--- src/rtl/snn_pkg.sv ---
// Shared types and default sizes for the SNN frame controller.
package snn_pkg;

  typedef enum logic [2:0] {StIdle, StRun, StDrain, StReduce, StDone} state_e;

  localparam int unsigned DefaultOutN  = 10;
  localparam int unsigned DefaultDepth = 128;
  localparam int unsigned IDX_W        = $clog2(DefaultOutN);
  localparam int unsigned ADDR_W       = $clog2(DefaultDepth);

endpackage

--- src/rtl/spike_count_bank.sv ---
// Per-channel saturating spike counters with synchronous clear and a common enable.
module spike_count_bank #(
  parameter int unsigned OUT_N = 10,
  parameter int unsigned CNT_W = 7
) (
  input  logic                            clk,
  input  logic                            rstn,
  input  logic                            clear,
  input  logic                            enable,
  input  logic [OUT_N-1:0]                spikes,
  output logic [OUT_N-1:0][CNT_W-1:0]     counts
);

  localparam logic [CNT_W-1:0] CntMax = '1;

  logic [OUT_N-1:0][CNT_W-1:0] counts_q, counts_d;

  always_comb begin
    counts_d = counts_q;
    if (clear) begin
      counts_d = '0;
    end else if (enable) begin
      for (int k = 0; k < int'(OUT_N); k++) begin
        // Saturate by refusing the increment once all-ones is reached.
        if (spikes[k] && (counts_q[k] != CntMax)) begin
          counts_d[k] = counts_q[k] + CNT_W'(1);
        end
      end
    end
  end

  always_ff @(posedge clk or negedge rstn) begin
    if (!rstn) begin
      counts_q <= '0;
    end else begin
      counts_q <= counts_d;
    end
  end

  assign counts = counts_q;

endmodule

--- src/rtl/snn_frame_controller.sv ---
// Buffers one input frame, replays it REPEAT times into a spiking network, counts output
// spikes per channel and reports the argmax class over a valid/ready result port.
module snn_frame_controller
  import snn_pkg::*;
#(
  parameter int unsigned IN_W    = 19,
  parameter int unsigned DEPTH   = DefaultDepth,
  parameter int unsigned OUT_N   = DefaultOutN,
  parameter int unsigned CNT_W   = 7,
  parameter int unsigned REPEAT  = 1,
  parameter int unsigned NET_LAT = 1
) (
  input  logic                       clk,
  input  logic                       rstn,
  input  logic                       in_valid_i,
  output logic                       in_ready_o,
  input  logic [IN_W-1:0]            in_data_i,
  input  logic                       in_last_i,
  input  logic                       abort_i,
  output logic                       net_valid_o,
  output logic [IN_W-1:0]            net_data_o,
  input  logic [OUT_N-1:0]           spike_i,
  output logic                       result_valid_o,
  input  logic                       result_ready_i,
  output logic [$clog2(OUT_N)-1:0]   result_idx_o,
  output logic [CNT_W-1:0]           result_cnt_o
);

  localparam int unsigned AddrW  = $clog2(DEPTH);
  localparam int unsigned IdxW   = $clog2(OUT_N);
  localparam int unsigned PassW  = (REPEAT > 1) ? $clog2(REPEAT) : 1;
  localparam int          ChainW = int'(NET_LAT) + 1;

  localparam logic [AddrW-1:0]  LastPtr  = AddrW'(DEPTH - 1);
  localparam logic [PassW-1:0]  LastPass = PassW'(REPEAT - 1);
  localparam logic [IdxW-1:0]   LastCh   = IdxW'(OUT_N - 1);
  // Only the final live step is left in the latency pipe, at its counting stage.
  localparam logic [ChainW-1:0] LastBeat = ChainW'(1) << NET_LAT;

  state_e                      state_q, state_d;
  logic [AddrW-1:0]            wr_ptr_q, wr_ptr_d;
  logic [AddrW-1:0]            rd_addr_q, rd_addr_d;
  logic [AddrW-1:0]            last_addr_q, last_addr_d;
  logic [PassW-1:0]            pass_q, pass_d;
  logic [ChainW-1:0]           chain_q, chain_d;
  logic [IdxW-1:0]             red_idx_q, red_idx_d;
  logic [IdxW-1:0]             best_idx_q, best_idx_d;
  logic [CNT_W-1:0]            best_cnt_q, best_cnt_d;
  logic [IN_W-1:0]             mem [DEPTH];
  logic [IN_W-1:0]             rd_data_q;
  logic [OUT_N-1:0][CNT_W-1:0] counts;
  logic                        accept, frame_end;

  assign accept    = in_valid_i && (state_q == StIdle) && !abort_i;
  assign frame_end = accept && (in_last_i || (wr_ptr_q == LastPtr));

  spike_count_bank #(
    .OUT_N (OUT_N),
    .CNT_W (CNT_W)
  ) u_count_bank (
    .clk    (clk),
    .rstn   (rstn),
    .clear  (abort_i || frame_end),
    .enable (chain_q[NET_LAT]),
    .spikes (spike_i),
    .counts (counts)
  );

  always_comb begin
    state_d     = state_q;
    wr_ptr_d    = wr_ptr_q;
    rd_addr_d   = rd_addr_q;
    last_addr_d = last_addr_q;
    pass_d      = pass_q;
    red_idx_d   = red_idx_q;
    best_idx_d  = best_idx_q;
    best_cnt_d  = best_cnt_q;
    chain_d     = '0;
    chain_d[0]  = (state_q == StRun);
    for (int i = 1; i < ChainW; i++) begin
      chain_d[i] = chain_q[i-1];
    end

    unique case (state_q)
      StIdle: begin
        if (accept) begin
          wr_ptr_d = wr_ptr_q + AddrW'(1);
          if (frame_end) begin
            last_addr_d = wr_ptr_q;
            wr_ptr_d    = '0;
            rd_addr_d   = '0;
            pass_d      = '0;
            state_d     = StRun;
          end
        end
      end
      StRun: begin
        if (rd_addr_q == last_addr_q) begin
          rd_addr_d = '0;
          if (pass_q == LastPass) begin
            state_d = StDrain;
          end else begin
            pass_d = pass_q + PassW'(1);
          end
        end else begin
          rd_addr_d = rd_addr_q + AddrW'(1);
        end
      end
      StDrain: begin
        if (chain_q == LastBeat) begin
          red_idx_d  = '0;
          best_idx_d = '0;
          best_cnt_d = '0;
          state_d    = StReduce;
        end
      end
      StReduce: begin
        // Strictly-greater replacement keeps the lowest index on ties.
        if (counts[red_idx_q] > best_cnt_q) begin
          best_idx_d = red_idx_q;
          best_cnt_d = counts[red_idx_q];
        end
        red_idx_d = red_idx_q + IdxW'(1);
        if (red_idx_q == LastCh) begin
          state_d = StDone;
        end
      end
      StDone: begin
        if (result_ready_i) begin
          state_d = StIdle;
        end
      end
      default: state_d = StIdle;
    endcase

    if (abort_i) begin
      state_d    = StIdle;
      wr_ptr_d   = '0;
      rd_addr_d  = '0;
      pass_d     = '0;
      chain_d    = '0;
      red_idx_d  = '0;
      best_idx_d = '0;
      best_cnt_d = '0;
    end
  end

  always_ff @(posedge clk or negedge rstn) begin
    if (!rstn) begin
      state_q     <= StIdle;
      wr_ptr_q    <= '0;
      rd_addr_q   <= '0;
      last_addr_q <= '0;
      pass_q      <= '0;
      chain_q     <= '0;
      red_idx_q   <= '0;
      best_idx_q  <= '0;
      best_cnt_q  <= '0;
    end else begin
      state_q     <= state_d;
      wr_ptr_q    <= wr_ptr_d;
      rd_addr_q   <= rd_addr_d;
      last_addr_q <= last_addr_d;
      pass_q      <= pass_d;
      chain_q     <= chain_d;
      red_idx_q   <= red_idx_d;
      best_idx_q  <= best_idx_d;
      best_cnt_q  <= best_cnt_d;
    end
  end

  // Single-port frame buffer: written only in IDLE, read only in RUN.
  always_ff @(posedge clk) begin
    if (accept) begin
      mem[wr_ptr_q] <= in_data_i;
    end else if (state_q == StRun) begin
      rd_data_q <= mem[rd_addr_q];
    end
  end

  assign in_ready_o     = (state_q == StIdle);
  assign net_valid_o    = chain_q[0];
  assign net_data_o     = chain_q[0] ? rd_data_q : '0;
  assign result_valid_o = (state_q == StDone);
  assign result_idx_o   = best_idx_q;
  assign result_cnt_o   = best_cnt_q;

endmodule

--- config.mk ---
export PLATFORM = sky130hd
export DESIGN_NAME = snn_frame_controller
export DESIGN_NICKNAME = d
export VERILOG_FILES = /design/src/rtl/snn_pkg.sv /design/src/rtl/spike_count_bank.sv /design/src/rtl/snn_frame_controller.sv
export SDC_FILE = /design/constraint.sdc
export NUM_CORES = 2
export LEC_CHECK = 0
export ABC_AREA = 1
export CELL_PAD_IN_SITES_DETAIL_PLACEMENT = 0
export CELL_PAD_IN_SITES_GLOBAL_PLACEMENT = 1
export CORE_MARGIN = 10
export CORE_UTILIZATION = 45
export DETAILED_ROUTE_END_ITERATION = 16
export PLACE_DENSITY_LB_ADDON = 0.1
export SYNTH_ARGS = -nofsm -noshare
export SYNTH_HDL_FRONTEND = slang
export SYNTH_SLANG_ARGS = --single-unit
--- constraint.sdc ---
create_clock -name clk -period 4.3 [get_ports clk]
set_input_delay 0.86 -clock clk [delete_from_list [all_inputs] [get_ports clk]]
set_output_delay 0.86 -clock clk [all_outputs]
set_load 0.01 [all_outputs]
==> metrics.cfg <==
[cts]
cts.repair.resized=0
cts_inserted_buffers=302
cts.htree.levels=5
cts_hold_repair.buffers=0
cts_sinks=2562
clk_latency_ns=0.95
cts_root_buf=clkbuf_16
cts_tree=done
cts_setup_buffers=0
clockBufferDepth=4
clk_pin_slew_ns=0.06

[grt]
grt_max_degree=133
overflow=0
grt_first_pass_wirelength_mm=491
grt_pass1_vias=70700
grt_usage=0.249
antenna_found_initial=19

[pwr]
p_per_area_nw_per_um2=512
p_leak_nw=49.2
peakVddDrop_mv=0.359

[run]
cap_violations=0

[layout]
area_delta_synth_final_pct=13.7
fin_area_um2=125000
fillers=21700
mostFrequentLayoutCell=nand2_1
final_cell_mix=nand2_1 (3184), edfxtp_1 (2451), nor2_1 (1127)
layout.nets=10800
final_util=0.513
drive_gt1_frac=0.0842

[worst_setup_path]
cp_max_fo=15
reg2regPathDepth=14
regToRegSetupSlack_ns=0.67
critPathLaunchType=register
end_kind=output pin
critical_path_class=reg -> out
worstPathArrival_ns=3.00
required_ns=3.44

[route]
drt-total-wl_mm=339
detail-route-antenna-nets=0
drt-initial-drc-count=8044
drt-pass1-iter-count=6
num_vias=74600
routed_via_density=5.28
routedWlPerCell_um=24.0
drc=0

[die]
num_rows=181
die_w_um=514
die_h_um=514
dieArea_um2=264000
initial_utilization=0.451
coreArea_um2=243000
io_pins=68

[logic_synthesis]
ys_seq_area_frac=0.696
synth_area_um2=110000
synth_nets=10600
synth_cells=10500
synth-seq-cells=2562
syn_avg_cell_area_um2=10.4
synth_cell_types=42
ys_warn_count=0

[sta]
worst_pin_slew_ns=1.20
setup_tns_ns=0
rsz0062_at_grt=no
fin_worst_skew_ns=0.0566
layout_min_cycle_time_ns=3.86
clock.fmax_ghz=0.259
slew_violations=0
timing_hold_violations_final=0
finalCritPeriodShare=0.897
setup_viol=0
slew-limit-headroom=0.200

[status]
outcome=finished clean

[min_path]
hold_class=in -> async

[place]
io_buffers=67
dpl_cell_area_um2=116000
dp_hpwl_mm=202
place.gp.congestion=0.868

[where the power goes]
part	switching [mW]	internal [mW]	leakage, nW	total, mW
Sequential	0.211	27.6	23.6	27.8
Combinational	8.75	3.40	21.2	12.2
Clock	9.90	13.9	4.38	23.8
[cells in the mapped netlist, drive strengths merged]
library cell	n	share of area
dfrtp	111	0.025
xnor2	5	0.00040
mux2i	1	0.000091
or3	1	0.000057
inv	1104	0.038
xor2	25	0.0020
nand4	13	0.00074
nand3	1041	0.047
clkinv	4	0.00014
nor2	1253	0.043
buf	359	0.017
a211oi	1	0.000068
o21ai	567	0.026
o22ai	1	0.000057
o31ai	9	0.00062
o21bai	2	0.00017
o21a	1	0.000068
or4	3	0.00021
o211ai	15	0.0010
or2	12	0.00068
o31a	1	0.000080
nor3b	1	0.000068
edfxtp	2451	0.67
a21boi	1	0.000068
a21oi	118	0.0054
nand2	3193	0.11
ha	21	0.0024
nor3	20	0.00091
clkbuf	193	0.0066
and3	5	0.00029
nor4	7	0.00040
[routing by layer]
metal / vias to the layer above / track usage / share of wire
met4: 6 / 0.0821 / 0.034
li1: 35000 / - / -
met1: 36600 / 0.354 / 0.44
met5: - / 0 / 0.00011
met2: 2478 / 0.397 / 0.46
met3: 490 / 0.0348 / 0.064
[registers in the layout, summed over array words and instances (netlist names)]
| signal | cells |
|---|---|
| mem | 2432 |
| u_count_bank.counts | 70 |
| rd_data_q | 19 |
| last_addr_q | 7 |
| rd_addr_q | 7 |
| result_cnt_o | 7 |
| wr_ptr_q | 7 |
| red_idx_q | 4 |
| result_idx_o | 4 |
| state_q | 3 |
| chain_q | 2 |
[area by class of cell]
type | count | area [um^2] | share of cell area
Multi-Input combinational cell | 6317 | 26900 | 0.215
Clock inverter | 140 | 1030 | 0.00824
Clock buffer | 369 | 7960 | 0.0638
Antenna cell | 2 | 5.00 | 0.0000401
Tap cell | 3202 | 4010 | 0.0321
Sequential cell | 2562 | 76400 | 0.613
Timing Repair Buffer | 424 | 4260 | 0.0342
Inverter | 1108 | 4190 | 0.0336
[critical path, stage by stage, from the launching register on]
cell and delay [ns]:
dfrtp_1 0.84, buf_4 0.35, nand2_1 0.22, inv_1 0.09, clkdlybuf4s50_1 0.53
[final timing paths]
| kind | from | endpoint |
|---|---|---|
| worst max-delay path | chain_q[0] | net_data_o[2] |
| worst min-delay path | rstn | u_count_bank.counts[20] |
| worst max register to register | rd_addr_q[0] | rd_data_q[13] |
| worst min register to register | u_count_bank.counts[7] | u_count_bank.counts[7] |
| max in group asynchronous | rstn | u_count_bank.counts[41] |
| min in group clk | in_data_i[7] | mem[123][7] |
[kinds of logic after synthesis]
logic type,after synthesis,synth area share
adders and majority gates,21,0.00240
xor gates and xnor gates,30,0.00240
AOI/OAI and AO/OA,716,0.0335
buffers and inverters,1660,0.0620
and+or+nand+nor,5549,0.203
muxes,1,0.0000913
DFF,2562,0.696
[metrics by stage]
stage | setup WS [ns] | hold WS (ns) | power, mW | instances
2_1_floorplan | 1.40 | 0.461 | 35.9 | 10500
4_1_cts | 0.367 | 0.0956 | 64.2 | 14100
3_3_place_gp | 0.732 | 0.491 | 40.4 | 13600
3_5_place_dp | 0.684 | 0.491 | 40.4 | 13600
5_1_grt | 0.401 | 0.166 | 66.5 | 14100
6_report | 0.443 | 0.109 | 63.8 | 14100
No activity file was read; power rests on OpenSTA's default activity.
